## config.mk

```make
export PLATFORM = sky130hd
export DESIGN_NAME = fb_rect_filler
export DESIGN_NICKNAME = d
export VERILOG_FILES = /design/src/rtl/fb_rect_filler.sv
export SDC_FILE = /design/constraint.sdc
export NUM_CORES = 1
export LEC_CHECK = 0
export CAP_MARGIN = 15
export CORE_MARGIN = 10
export CORE_UTILIZATION = 49
export DETAILED_ROUTE_END_ITERATION = 7
export GPL_TIMING_DRIVEN = 0
export PLACE_DENSITY_LB_ADDON = 0.08
export SYNTH_ARGS = -nofsm -noshare
export SYNTH_HDL_FRONTEND = slang
export SYNTH_SLANG_ARGS = --single-unit
```

## constraint.sdc

```tcl
create_clock -name clk -period 4.2 [get_ports clk]
set_input_delay 0.84 -clock clk [delete_from_list [all_inputs] [get_ports clk]]
set_output_delay 0.84 -clock clk [all_outputs]
set_load 0.01 [all_outputs]
```

## src/rtl/fb_rect_filler.sv

```systemverilog
// Rectangle-fill engine: accepts a clamped rectangle command and issues one
// framebuffer write per granted cycle, row-major, into the arbiter write port.
module fb_rect_filler #(
   parameter int H_PIXELS = 1024,
   parameter int V_PIXELS = 768,
   parameter int ADDR_W   = 20,
   parameter int COORD_W  = 10
) (
   input  logic               clk,
   input  logic               rst,
   input  logic               cmd_valid,
   output logic               cmd_ready,
   input  logic [COORD_W-1:0] cmd_x0,
   input  logic [COORD_W-1:0] cmd_y0,
   input  logic [COORD_W-1:0] cmd_x1,
   input  logic [COORD_W-1:0] cmd_y1,
   input  logic               cmd_color,
   input  logic               fb_grant,
   output logic               fb_we,
   output logic [ADDR_W-1:0]  fb_addr,
   output logic               fb_din,
   output logic               busy,
   output logic               done
);

   localparam int                 LOG2_H   = $clog2(H_PIXELS);
   localparam logic [ADDR_W-1:0]  ROW_STEP = ADDR_W'(H_PIXELS);
   localparam logic [ADDR_W-1:0]  ONE_A    = ADDR_W'(1);
   localparam logic [COORD_W-1:0] ONE_C    = COORD_W'(1);
   localparam logic [COORD_W-1:0] X_MAX    = COORD_W'(H_PIXELS - 1);
   localparam logic [COORD_W-1:0] Y_MAX    = COORD_W'(V_PIXELS - 1);

   typedef enum logic [1:0] {
      S_IDLE,
      S_FILL,
      S_DONE
   } state_t;

   state_t              r_state,     w_stateNext;
   logic [COORD_W-1:0]  r_x0,        w_x0Next;
   logic [COORD_W-1:0]  r_x1,        w_x1Next;
   logic [COORD_W-1:0]  r_y1,        w_y1Next;
   logic [COORD_W-1:0]  r_x,         w_xNext;
   logic [COORD_W-1:0]  r_y,         w_yNext;
   logic [ADDR_W-1:0]   r_rowBase,   w_rowBaseNext;
   logic                r_cmdReady,  w_cmdReadyNext;
   logic                r_fbWe,      w_fbWeNext;
   logic [ADDR_W-1:0]   r_fbAddr,    w_fbAddrNext;
   logic                r_fbDin,     w_fbDinNext;
   logic                r_busy,      w_busyNext;
   logic                r_done,      w_doneNext;

   logic [COORD_W-1:0]  w_cx0, w_cy0, w_cx1, w_cy1;
   logic [ADDR_W-1:0]   w_firstRowBase;
   logic                w_accept, w_empty, w_lastX, w_lastY;

   function automatic logic [COORD_W-1:0] clampX(input logic [COORD_W-1:0] v);
      return (32'(v) >= 32'(H_PIXELS)) ? X_MAX : v;
   endfunction

   function automatic logic [COORD_W-1:0] clampY(input logic [COORD_W-1:0] v);
      return (32'(v) >= 32'(V_PIXELS)) ? Y_MAX : v;
   endfunction

   // Emptiness is judged on the clamped corners so off-screen spans collapse sensibly.
   assign w_cx0          = clampX(cmd_x0);
   assign w_cx1          = clampX(cmd_x1);
   assign w_cy0          = clampY(cmd_y0);
   assign w_cy1          = clampY(cmd_y1);
   assign w_empty        = (w_cx0 > w_cx1) || (w_cy0 > w_cy1);
   assign w_accept       = cmd_valid && r_cmdReady;
   assign w_firstRowBase = ADDR_W'(w_cy0) << LOG2_H;
   assign w_lastX        = (r_x == r_x1);
   assign w_lastY        = (r_y == r_y1);

   always_comb begin
      w_stateNext    = r_state;
      w_x0Next       = r_x0;
      w_x1Next       = r_x1;
      w_y1Next       = r_y1;
      w_xNext        = r_x;
      w_yNext        = r_y;
      w_rowBaseNext  = r_rowBase;
      w_cmdReadyNext = r_cmdReady;
      w_fbWeNext     = r_fbWe;
      w_fbAddrNext   = r_fbAddr;
      w_fbDinNext    = r_fbDin;
      w_busyNext     = r_busy;
      w_doneNext     = r_done;

      case (r_state)
         S_IDLE: begin
            if (w_accept) begin
               w_cmdReadyNext = 1'b0;
               w_busyNext     = 1'b1;
               if (w_empty) begin
                  w_stateNext = S_DONE;
                  w_doneNext  = 1'b1;
               end else begin
                  w_stateNext   = S_FILL;
                  w_x0Next      = w_cx0;
                  w_x1Next      = w_cx1;
                  w_y1Next      = w_cy1;
                  w_xNext       = w_cx0;
                  w_yNext       = w_cy0;
                  w_rowBaseNext = w_firstRowBase;
                  w_fbWeNext    = 1'b1;
                  w_fbAddrNext  = w_firstRowBase + ADDR_W'(w_cx0);
                  w_fbDinNext   = cmd_color;
               end
            end
         end

         // Without a grant every register holds, so the pending write stays on the port.
         S_FILL: begin
            if (fb_grant) begin
               if (w_lastX && w_lastY) begin
                  w_stateNext = S_DONE;
                  w_fbWeNext  = 1'b0;
                  w_doneNext  = 1'b1;
               end else if (w_lastX) begin
                  w_xNext       = r_x0;
                  w_yNext       = r_y + ONE_C;
                  w_rowBaseNext = r_rowBase + ROW_STEP;
                  w_fbAddrNext  = r_rowBase + ROW_STEP + ADDR_W'(r_x0);
               end else begin
                  w_xNext      = r_x + ONE_C;
                  w_fbAddrNext = r_rowBase + ADDR_W'(r_x) + ONE_A;
               end
            end
         end

         S_DONE: begin
            w_stateNext    = S_IDLE;
            w_doneNext     = 1'b0;
            w_busyNext     = 1'b0;
            w_cmdReadyNext = 1'b1;
         end

         default: begin
            w_stateNext    = S_IDLE;
            w_fbWeNext     = 1'b0;
            w_doneNext     = 1'b0;
            w_busyNext     = 1'b0;
            w_cmdReadyNext = 1'b1;
         end
      endcase
   end

   always_ff @(posedge clk or negedge rst) begin
      if (!rst) begin
         r_state    <= S_IDLE;
         r_x0       <= '0;
         r_x1       <= '0;
         r_y1       <= '0;
         r_x        <= '0;
         r_y        <= '0;
         r_rowBase  <= '0;
         r_cmdReady <= 1'b1;
         r_fbWe     <= 1'b0;
         r_fbAddr   <= '0;
         r_fbDin    <= 1'b0;
         r_busy     <= 1'b0;
         r_done     <= 1'b0;
      end else begin
         r_state    <= w_stateNext;
         r_x0       <= w_x0Next;
         r_x1       <= w_x1Next;
         r_y1       <= w_y1Next;
         r_x        <= w_xNext;
         r_y        <= w_yNext;
         r_rowBase  <= w_rowBaseNext;
         r_cmdReady <= w_cmdReadyNext;
         r_fbWe     <= w_fbWeNext;
         r_fbAddr   <= w_fbAddrNext;
         r_fbDin    <= w_fbDinNext;
         r_busy     <= w_busyNext;
         r_done     <= w_doneNext;
      end
   end

   assign cmd_ready = r_cmdReady;
   assign fb_we     = r_fbWe;
   assign fb_addr   = r_fbAddr;
   assign fb_din    = r_fbDin;
   assign busy      = r_busy;
   assign done      = r_done;

endmodule

```

### After elaboration in Yosys (flattened, before gate mapping)

Index checks and enable logic that the tools add are counted.

| word-level totals | value |
|---|---|
| register bits | 97 |
| latch bits | 0 |
| memory bits (writable) | 0 |
| memory bits (read-only) | 0 |
| output and inout port bits | 25 |
| memories kept | 0 |

| operators by class | value |
|---|---|
| add/subtract/negate cells | 7 |
| multiply operators | 0 |
| div/mod/pow operators | 0 |
| magnitude comparators | 4 |
| eq/ne operators | 11 |
| shift-type cells | 0 |
| mux-type cells | 45 |
| bitwise logic cells | 3 |
| reduce and logical (&&, ||, !) cells | 12 |

Operators by type and width:

| operator | count |
|---|---|
| $mux 20 | 10 |
| $mux 10 | 12 |
| $pmux 20 s2 | 2 |
| $add 20x10->20 | 3 |
| $pmux 10 s2 | 2 |
| $add 10x1->10 const B | 2 |
| $add 20x1->20 const B | 1 |
| $add 20x11->20 const B | 1 |
| $eq 10x10->1 | 2 |
| $ge 10x10->1 const B | 2 |
| $gt 10x10->1 | 2 |
| $ne 2x2->1 const B | 7 |
| $mux 1 | 10 |
| $reduce_and 5->1 | 2 |
| $mux 2 | 4 |
| $pmux 1 s2 | 3 |
| $reduce_and 3->1 | 2 |
| $reduce_and 6->1 | 1 |
| $pmux 2 s2 | 1 |
| $reduce_and 4->1 | 1 |
| $not 1->1 | 3 |
| $pmux 1 s3 | 1 |
| $eq 2x1->1 const B | 1 |
| $eq 2x2->1 const B | 1 |
| other kinds (5) | 6 |

### Depth between registers and ports, before layout

Gate-level depths: netlist (run 1).

| logic depth | value |
|---|---|
| depth after elaboration | 7 |
| gate-level depth with buffers | 14 |
| gate-level depth less buffers | 11 |

### Worst setup path after synthesis (run 1)

No wires, ideal clock.

| timing path | value |
|---|---|
| path kind | input to register |
| start | in cmd_y0[8] |
| end | reg r_fbDin (netlist: fb_din) |
| setup time | 125 ps |
| data arrival time | 3,303 ps |
| data required time | 4,075 ps |
| path slack | 772 ps |
| stages on the path | 12 |
| buffers on the path | 3 |
| cell sequence | and2_1 -> clkbuf_1 -> or2_2 -> ha_1 -> nor2b_1 -> o31ai_1 -> a21oi_1 -> o311a_1 -> nor2_1 -> buf_4 -> buf_2 -> mux2_2 |

| between the ends | value |
|---|---|
| cells in the longest elaborated chain, start to end | 6 |

RTL lines:

| item | line | RTL |
|---|---|---|
| from (decl) | 14 | `input logic [COORD_W-1:0] cmd_y0,` |
| $ge 10x10->1 | 62 | `return (32'(v) >= 32'(V_PIXELS)) ? Y_MAX : v;` |
| $mux 10 * | 62 |  |
| $gt 10x10->1 * | 70 | `assign w_empty = (w_cx0 > w_cx1) \|\| (w_cy0 > w_cy1);` |
| $logic_or 1x1->1 * | 70 |  |
| $not 1->1 (no line) * | -- |  |
| $reduce_and 3->1 (no line) * | -- |  |
| to (signal assigned) | 176 | `r_fbDin <= w_fbDinNext;` |
| to (decl) | 49 | `logic r_fbDin, w_fbDinNext;` |

Mark *: on every way between the ends. The rest lies on a longest branch, timed or not.
A chain may end at the register's enable or synchronous reset.

### Final worst setup path (run 1)

| timing path | value |
|---|---|
| start | in cmd_y0[9] |
| end | reg r_x[2] |

| between the ends | value |
|---|---|
| cells in the longest elaborated chain, start to end | 6 |

RTL lines:

| item | line | RTL |
|---|---|---|
| $ge 10x10->1 | 62 |  |
| $mux 10 * | 62 |  |
| $gt 10x10->1 * | 70 |  |
| $logic_or 1x1->1 * | 70 |  |
| $ne 2x2->1 (no line) * | -- |  |
| $reduce_and 5->1 (no line) * | -- |  |
| to (signal assigned) | 170 | `r_x <= w_xNext;` |
| to (decl) | 43 | `logic [COORD_W-1:0] r_x, w_xNext;` |

Marked as above.

==> impl_metrics.tcl, run 1 <==
set metrics [dict create \
    status "complete, no violations" \
    cts_tree "yes" \
    cts-buffers-inserted 9 \
    ys_ff_latch 86 \
    drive_gt1_frac 0.121 \
    slew_violations 0 \
    hpwl_mm 11.9 \
    antenna_cells 0 \
    r2r_end "r_x[2]" \
    hold_class "input port to async pin" \
    syn_area_per_cell_um2 9.06 \
    power_density_nw_per_um2 770 \
    cp_top_family "compound AO/OA/AOI/OAI gates" \
    slew_headroom 0.543 \
    place_area_um2 6420 \
    fin_util 0.622 \
    grt_setup_unrepaired "no" \
    power_frac_clock 0.181 \
    period_share 0.963 \
    drv_cap 0 \
    peakVddDrop_mv 0.332 \
    r2r_start "r_x[3]" \
    syn_inst 611 \
    fillers 987 \
    r2r_slack_ps 1480 \
    p_sw_mw 2.14 \
    nNetsFinal 763 \
    critPathMaxFanout 10 \
    routabilityCongestion 0.886 \
    slowest_delay_ps 500 \
    clock_skew_ps 9.31 \
    fp.dieW_um 126 \
    worstSkewPairLatency_ps 350 \
    route.detailed.drc 0 \
    rows 38 \
    synth_top_flop_cell "dfrtp_1" \
    switching_share 0.409 \
    p_int_mw 3.10 \
    crit_required_ps 4390 \
    dieArea_um2 15900 \
    core_um2 10900 \
    wl_met2_mm 6.93 \
    grt_pass1_wl_mm 25.4 \
    clkSlewWorstSetupHoldPaths_ps 60 \
    wl_per_cell_um 18.9 \
    dr.max_layer_used "met4" \
    worstSetupStartpointType "input port" \
    dr_wl_met3_mm 1.08 \
    grt_max_degree 69 \
    cp_num_buf_inv 3 \
    setup_viol 0 \
    synthArstFlopShare 1.00 \
    syn_area_um2 5530 \
    yosysUniqueCellTypes 59 \
    finalCriticalPeriod_ps 4040 \
    post-cts-setup-buffers 0 \
    crit_type "input port to flip-flop" \
    yosysWarnings 0 \
    root_buffer "clkbuf_16" \
    vias_per_cell 5.87 \
    leakage_nw 2.81 \
    cts.sinks 86 \
    clockBufferDepth 2 \
    cts.hold.buffers_added 0 \
    antenna_found_initial 0 \
    m1WireLength_mm 7.62 \
    gr-total-overflow 0 \
    fp.dieH_um 126 \
    dr_total_vias 4910 \
    tightest_slew_ps 680 \
    ys_seq_area_frac 0.389 \
    cts_max_level 3 \
    synth-edff-count 0 \
    fin_area_um2 6800 \
    cp.arrival_ps 4230 \
    initial_core_util 0.506 \
    synth_nets 682 \
    ios 70 \
    ant_nets 0 \
    cpMostUsedCell "clkbuf_1" \
    final_hold_viol_count 0 \
    pwr-share-seq 0.305 \
    wirelength_mm 15.9 \
    max_freq_mhz 247 \
    firstDrtPassIters 5 \
    grt_pass1_vias 4739 \
    io_buffers 69 \
    grt_use_total 0.196 \
    combPwrFrac 0.514 \
    setup.worst_path.end_class "flip-flop" \
    area_growth_pct 22.9 \
    cp_slowest_cell "clkdlybuf4s50_1" \
    rr_worst_depth 9 \
    drt_iter0_markers 481 \
    cp_cell_sequence "clkdlybuf4s50_1 > and2_1 > clkbuf_1 > or2_2 > ha_1 > nor2b_1 > o31ai_1 > a21oi_1 > o311a_2 > o2bb2ai_4 > clkbuf_1 > a31oi_1" \
]
[final cells by class]
| cell class | count | area (um^2) | area share |
|---|---|---|---|
| clock buffer | 13 | 260 | 0.0383 |
| inverter | 21 | 78.8 | 0.0116 |
| clock inverter | 3 | 90.1 | 0.0132 |
| timing repair buffer | 70 | 716 | 0.105 |
| tap | 140 | 175 | 0.0258 |
| sequential | 86 | 2150 | 0.317 |
| buffer | 43 | 219 | 0.0322 |
| multi-input combinational | 461 | 3110 | 0.457 |
[per-layer routing]
metal | track usage | vias to the layer above
met2 | 0.297 | 180
met1 | 0.274 | 2388
met3 | 0.0390 | 19
met4 | 0.0630 | 0
met5 | 0 | -
li1 | - | 2323
[flip-flops by register name (all words and copies together), names as in the netlist]
register / flops
fb_addr: 20
r_x: 9
busy: 1
fb_we: 1
cmd_ready: 1
r_x0: 10
r_state: 2
r_x1: 10
r_rowBase: 10
done: 1
r_y: 10
r_y1: 10
fb_din: 1
[what timing repair did]
action                                  in CTS  in global routing
endpoints found under the setup margin      18                 25
endpoints found under the hold margin        0                  0
cloned                                       0                  0
gates resized for setup                      1                  9
pin swaps                                    0                  1
[placed cells by master (no fill, tap or decap), types with 7 or more instances in the layout]
master,synthesis,final
nor2_1,77,77
o21a_1,12,12
nand4_1,13,13
clkdlybuf4s50_1,0,68
and3_1,8,8
buf_2,12,9
a31oi_1,17,17
inv_1,21,21
xor2_1,22,22
clkbuf_16,0,9
ha_1,26,26
xnor2_1,22,22
nand3_1,23,23
nand2_1,46,46
mux2_2,31,31
a21oi_1,45,45
or2_2,7,7
o211ai_1,11,11
o22a_1,9,9
o21ai_0,18,18
dfrtp_1,85,85
clkbuf_1,24,25
[per-stage QoR]
step	power, mW	setup slack, ps	TNS, ps	cells	hold slack, ps
3_5_place_dp	4.25	-457	-12610	821	473
4_1_cts	5.22	4.16	0	837	381
6_report	5.24	155	0	837	376
5_1_grt	5.60	14.0	0	837	396
3_3_place_gp	4.18	-984	-94080	820	467
2_1_floorplan	3.38	772	0	611	480
[cells by family after synthesis]
kind of cell,Yosys count,synth area share
xor+xnor,45,0.0726
other cells,1,0.000678
buf+inv,64,0.0516
flops,86,0.389
compound gates,148,0.176
mux,36,0.0721
fa+ha+maj,26,0.0588
simple gates,205,0.179
[worst register-to-register path: cells and delay by family, from the launching register on]
family / cells / cell delay (ps)
buffers and inverters: 3 / 1000
AO/OA/AOI/OAI: 3 / 780
flip-flops: 1 / 320
AND/OR/NAND/NOR: 2 / 270
XOR/XNOR: 1 / 190
[cell usage after synthesis (5+ instances only)]
library cell   n  area (um^2)
buf_2         12         60.1
xnor2_1       22          193
nand3_1       23          115
o31ai_1        5         37.5
o22ai_1        5         31.3
o21ai_0       18         90.1
clkbuf_1      24         90.1
xor2_1        22          193
dfrtp_1       85         2130
o21a_1        12         90.1
mux2i_1        5         50.1
nor2_1        77          289
a21oi_1       45          225
and3_1         8         50.1
a31oi_1       17          106
ha_1          26          325
mux2_2        31          349
or2_2          7         43.8
nand4_1       13         81.3
o22a_1         9         78.8
a21o_1         5         37.5
inv_1         21         78.8
nand2_1       46          173
nor3_1         5         25.0
o211ai_1      11         82.6
[power by group through the flow]
stage	clock network, mW	logic (mW)	registers, mW
2_1_floorplan	0	1.82	1.56
3_3_place_gp	0	2.59	1.58
3_5_place_dp	0	2.65	1.61
4_1_cts	0.956	2.67	1.59
5_1_grt	0.989	2.96	1.66
6_report	0.948	2.69	1.60
[how the worst max path moves through the flow]
stage / startpoint / to / slack, ps / cells after the start
floorplan: cmd_y0[8] / fb_din / 770 / 12
finish: cmd_y0[9] / r_x[2] / 160 / 12
detailed placement: cmd_y0[9] / fb_addr[4] / -460 / 13
global placement: rst / r_x1[5] / -980 / 1
global route: cmd_y0[9] / fb_din / 10 / 13
CTS: cmd_y0[9] / fb_addr[4] / 4 / 13
Note: power is estimated with default switching activity, not from simulation.
==> run 2: changes to the inputs <==
CORE_MARGIN = default   (was 10)
==> impl_metrics.tcl, run 2 (same netlist as run 1, synthesis figures left out) <==
set metrics [dict create \
    status "complete, no violations" \
    final_hold_viol_count 0 \
    final_cell_mix "85 x dfrtp_1, 77 x nor2_1, 68 x clkdlybuf4s50_1" \
    root_buffer "clkbuf_16" \
    grt.busiest_layer "met2" \
    fp.dieH_um 108 \
    area_growth_pct 22.3 \
    cts-buffers-inserted 9 \
    worstSkewPairLatency_ps 350 \
    fin_ws_ps 134 \
    core_um2 10900 \
    cts_max_level 3 \
    antenna_cells 0 \
    wl_per_cell_um 18.1 \
    dr_total_vias 4939 \
    ios 70 \
    dieArea_um2 11700 \
    period_share 0.968 \
    grt_use_total 0.281 \
    setup.worst_path.end_class "flip-flop" \
    peakVddDrop_mv 0.363 \
    clkSlewWorstSetupHoldPaths_ps 70 \
    cts.sinks 86 \
    grt_pass1_wl_mm 24.8 \
    r2r_slack_ps 1490 \
    dp_slack_ps -445 \
    cts.hold.buffers_added 0 \
    largest_reg_flops 20 \
    grt_util_met3 0.0301 \
    route.detailed.drc 0 \
    grt_max_degree 57 \
    clock_skew_ps 6.46 \
    grt_setup_unrepaired "no" \
    crit_type "input port to flip-flop" \
    final_common_cell "dfrtp_1" \
    drv_cap 0 \
    cts_tree "yes" \
    wirelength_mm 15.2 \
    ant_nets 0 \
    setup_viol 0 \
    critPathMaxFanout 10 \
    cp.arrival_ps 4310 \
    leakage_nw 2.79 \
    met2_usage 0.431 \
    met1_usage 0.412 \
    crit_required_ps 4440 \
    gr-total-overflow 0 \
    clockBufferDepth 2 \
    drive_gt1_frac 0.123 \
    hold_class "input port to async pin" \
    grt_pass1_vias 4752 \
    firstDrtPassIters 5 \
    worstSetupStartpointType "input port" \
    vias_per_cell 5.90 \
    rows 38 \
    antenna_found_initial 0 \
    slew_violations 0 \
    hold_ws_ps 432 \
    io_buffers 69 \
    slew_headroom 0.557 \
    fp.dieW_um 108 \
    drt_iter0_markers 496 \
    power_density_nw_per_um2 763 \
    tightest_slew_ps 665 \
    routabilityCongestion 0.845 \
    initial_core_util 0.506 \
    hpwl_mm 11.4 \
    max_freq_mhz 246 \
    finalCriticalPeriod_ps 4070 \
    nNetsFinal 763 \
]
==> run 2: cell types whose count changed in the layout (fill, tap and decap cells not counted), sizes merged <==
cell      previous run  this run
clkinv               0         2
bufinv               3         2
clkinvlp             0         2
clkbuf              38        34
inv                 21        22
==> run 2: timing repair <==
item                       4_1_cts  5_1_grt
setup buffers                    0        0
setup endpoints to repair       16       26
gates resized for setup          1        8
==> run 2: worst paths after layout <==
kind / from / end / depth (start not counted)
max: cmd_y0[9] / fb_addr[9] / 13
min: rst / fb_addr[14] / 1
max reg2reg: r_x[6] / fb_addr[9] / 10
min reg2reg: fb_we / fb_we / 1
max in group asynchronous: rst / r_x1[3] / 2
min in group clk: fb_we / fb_we / 1
==> run 2: cell type report <==
class | count | area (um^2)
timing repair buffer | 70 | 716
inverter | 21 | 78.8
sequential | 86 | 2150
multi-input combinational | 461 | 3110
tap | 140 | 175
fill | 973 | 4170
clock buffer | 9 | 225
clock inverter | 7 | 97.6
buffer | 43 | 215
==> run 2: per-stage QoR <==
stage | power, mW | cells | utilization | TNS (ps) | instance area, um^2
6_report | 5.17 | 837 | 0.619 | 0 | 6770
5_1_grt | 5.53 | 837 | 0.619 | 0 | 6770
4_1_cts | 5.16 | 837 | 0.618 | 0 | 6760
3_5_place_dp | 4.25 | 821 | 0.587 | -12650 | 6420
3_3_place_gp | 4.16 | 820 | 0.585 | -94180 | 6400
2_1_floorplan | 3.38 | 611 | - | 0 | 5530
==> run 2: where the power goes <==
group | total [mW] | internal (mW) | switching, mW
clock | 0.875 | 0.523 | 0.352
sequential | 1.60 | 1.25 | 0.348
combinational | 2.69 | 1.23 | 1.46
total | 5.17 | 3.00 | 2.16
==> run 2: critical path, cell delays in order <==
cell and delay, ps:
clkdlybuf4s50_1 510, and2_1 190, clkbuf_1 170, or2_2 370, ha_1 320, nor2b_1 140
o31ai_1 230, a21oi_1 120, o311a_2 440, o2bb2ai_4 320, buf_2 320, o211ai_1 180
o21a_1 160
==> run 2: metal layers <==
metal	vias up	share of wire
li1	2330	-
met1	2387	0.47
met2	203	0.45
met3	19	0.069
met4	0	0.014
met5	-	0
==> run 3: changes to the inputs <==
SETUP_SLACK_MARGIN = 0.05   (was default)
==> impl_metrics.tcl, run 3 (same netlist as run 1, synthesis figures left out) <==
set metrics [dict create \
    fin_ws_ps 129 \
    switching_share 0.418 \
    setup_viol 0 \
    r2r_start "fb_addr[0]" \
    power_frac_clock 0.169 \
    fp.dieH_um 108 \
    wl_per_cell_um 18.2 \
    grt_setup_unrepaired "yes" \
    slew_violations 0 \
    setup.worst_path.end_class "flip-flop" \
    dieArea_um2 11700 \
    cts.hold.buffers_added 0 \
    rr_worst_depth 7 \
    p_int_mw 3.01 \
    antenna_cells 0 \
    wirelength_mm 15.2 \
    crit_path_start "cmd_y0[9]" \
    grt_max_degree 57 \
    ios 70 \
    largest_reg_flops 20 \
    grt_pass1_wl_mm 24.8 \
    p_sw_mw 2.16 \
    vias_per_cell 5.87 \
    grt_pass1_vias 4752 \
    crit_type "input port to flip-flop" \
    route.detailed.drc 0 \
    cp.arrival_ps 4300 \
    area_growth_pct 22.5 \
    peakVddDrop_mv 0.364 \
    drt_iter0_markers 496 \
    final_hold_viol_count 0 \
    cts.sinks 86 \
    critPathMaxFanout 10 \
    leakage_nw 2.79 \
    worstSkewPairLatency_ps 350 \
    cts_max_level 3 \
    rows 38 \
    antenna_found_initial 0 \
    core_um2 10900 \
    power_density_nw_per_um2 763 \
    period_share 0.969 \
    crit_required_ps 4430 \
    cts-buffers-inserted 9 \
    hold_class "input port to async pin" \
    finalCriticalPeriod_ps 4070 \
    dp_slack_ps -445 \
    cts_tree "yes" \
    combPwrFrac 0.522 \
    firstDrtPassIters 5 \
    io_buffers 69 \
    clockBufferDepth 2 \
    worstSetupStartpointType "input port" \
    post-cts-setup-buffers 0 \
    drv_cap 0 \
    hpwl_mm 11.4 \
    final_common_cell "dfrtp_1" \
    fillers 972 \
    multi_input_area_um2 3110 \
    dr_total_vias 4917 \
    fp.dieW_um 108 \
    gr-total-overflow 0 \
    ant_nets 0 \
    tightest_slew_ps 711 \
    nNetsFinal 763 \
    max_freq_mhz 246 \
    clkSlewWorstSetupHoldPaths_ps 60 \
    clock_skew_ps 6.50 \
    fin_util 0.620 \
    grt_use_total 0.281 \
    initial_core_util 0.506 \
    status "complete, no violations" \
    pwr-share-seq 0.309 \
    r2r_end "r_rowBase[16]" \
    power_mw 5.17 \
    routabilityCongestion 0.845 \
    slew_headroom 0.526 \
    root_buffer "clkbuf_16" \
    final_cell_mix "85 x dfrtp_1, 76 x nor2_1, 68 x clkdlybuf4s50_1" \
    r2r_slack_ps 1490 \
    seq_area_um2 2150 \
    drive_gt1_frac 0.125 \
]
==> run 3: final cells by class <==
class,count,share of cell area
Multi-Input combinational cell,461,0.459
Buffer,43,0.0323
Tap cell,140,0.0259
Clock buffer,9,0.0332
Sequential cell,86,0.318
Inverter,21,0.0116
Timing Repair Buffer,70,0.106
Clock inverter,7,0.0144
==> run 3: per-layer routing <==
metal	global-route usage	part of all wire
met4	0.0956	0.013
met3	0.0301	0.073
met2	0.431	0.45
met1	0.412	0.46
met5	0	0
==> run 3: repair_timing <==
item                                    in CTS  in global routing
cloned                                       0                  0
endpoints found under the setup margin      20                 23
endpoints found under the hold margin        0                  0
resized for setup                            2                  8
==> run 3: stage by stage <==
| stage | area [um^2] | hold slack [ps] | TNS, ps | std cells |
|---|---|---|---|---|
| 6_report | 6780 | 433 | 0 | 837 |
| 3_3_place_gp | 6400 | 467 | -94180 | 820 |
| 5_1_grt | 6780 | 471 | 0 | 837 |
| 2_1_floorplan | 5530 | 480 | 0 | 611 |
| 4_1_cts | 6760 | 447 | 0 | 837 |
| 3_5_place_dp | 6420 | 472 | -12650 | 821 |
==> run 3: worst max-delay path by stage <==
stage / to / cells past startpoint
floorplan: fb_din / 12
global placement: r_x1[7] / 1
detailed placement: r_x[4] / 13
CTS: fb_din / 13
global route: r_x[4] / 13
finish: fb_addr[16] / 12
==> run 3: power by group through the flow <==
stage                     Clock [mW]  Combinational [mW]  Sequential [mW]
after floorplan                    0                1.82             1.56
after global placement             0                2.58             1.59
after detailed placement           0                2.65             1.61
after CTS                      0.890                2.68             1.59
after global routing           0.917                2.97             1.65
final                          0.875                2.70             1.60
==> run 3: critical path, cell delays in order <==
cell	delay, ps
clkdlybuf4s50_1	520
and2_1	190
clkbuf_1	170
or2_2	370
ha_1	320
nor2b_1	140
o31ai_1	230
a21oi_1	120
o311a_2	440
o2bb2ai_4	310
buf_4	280
mux2_2	360
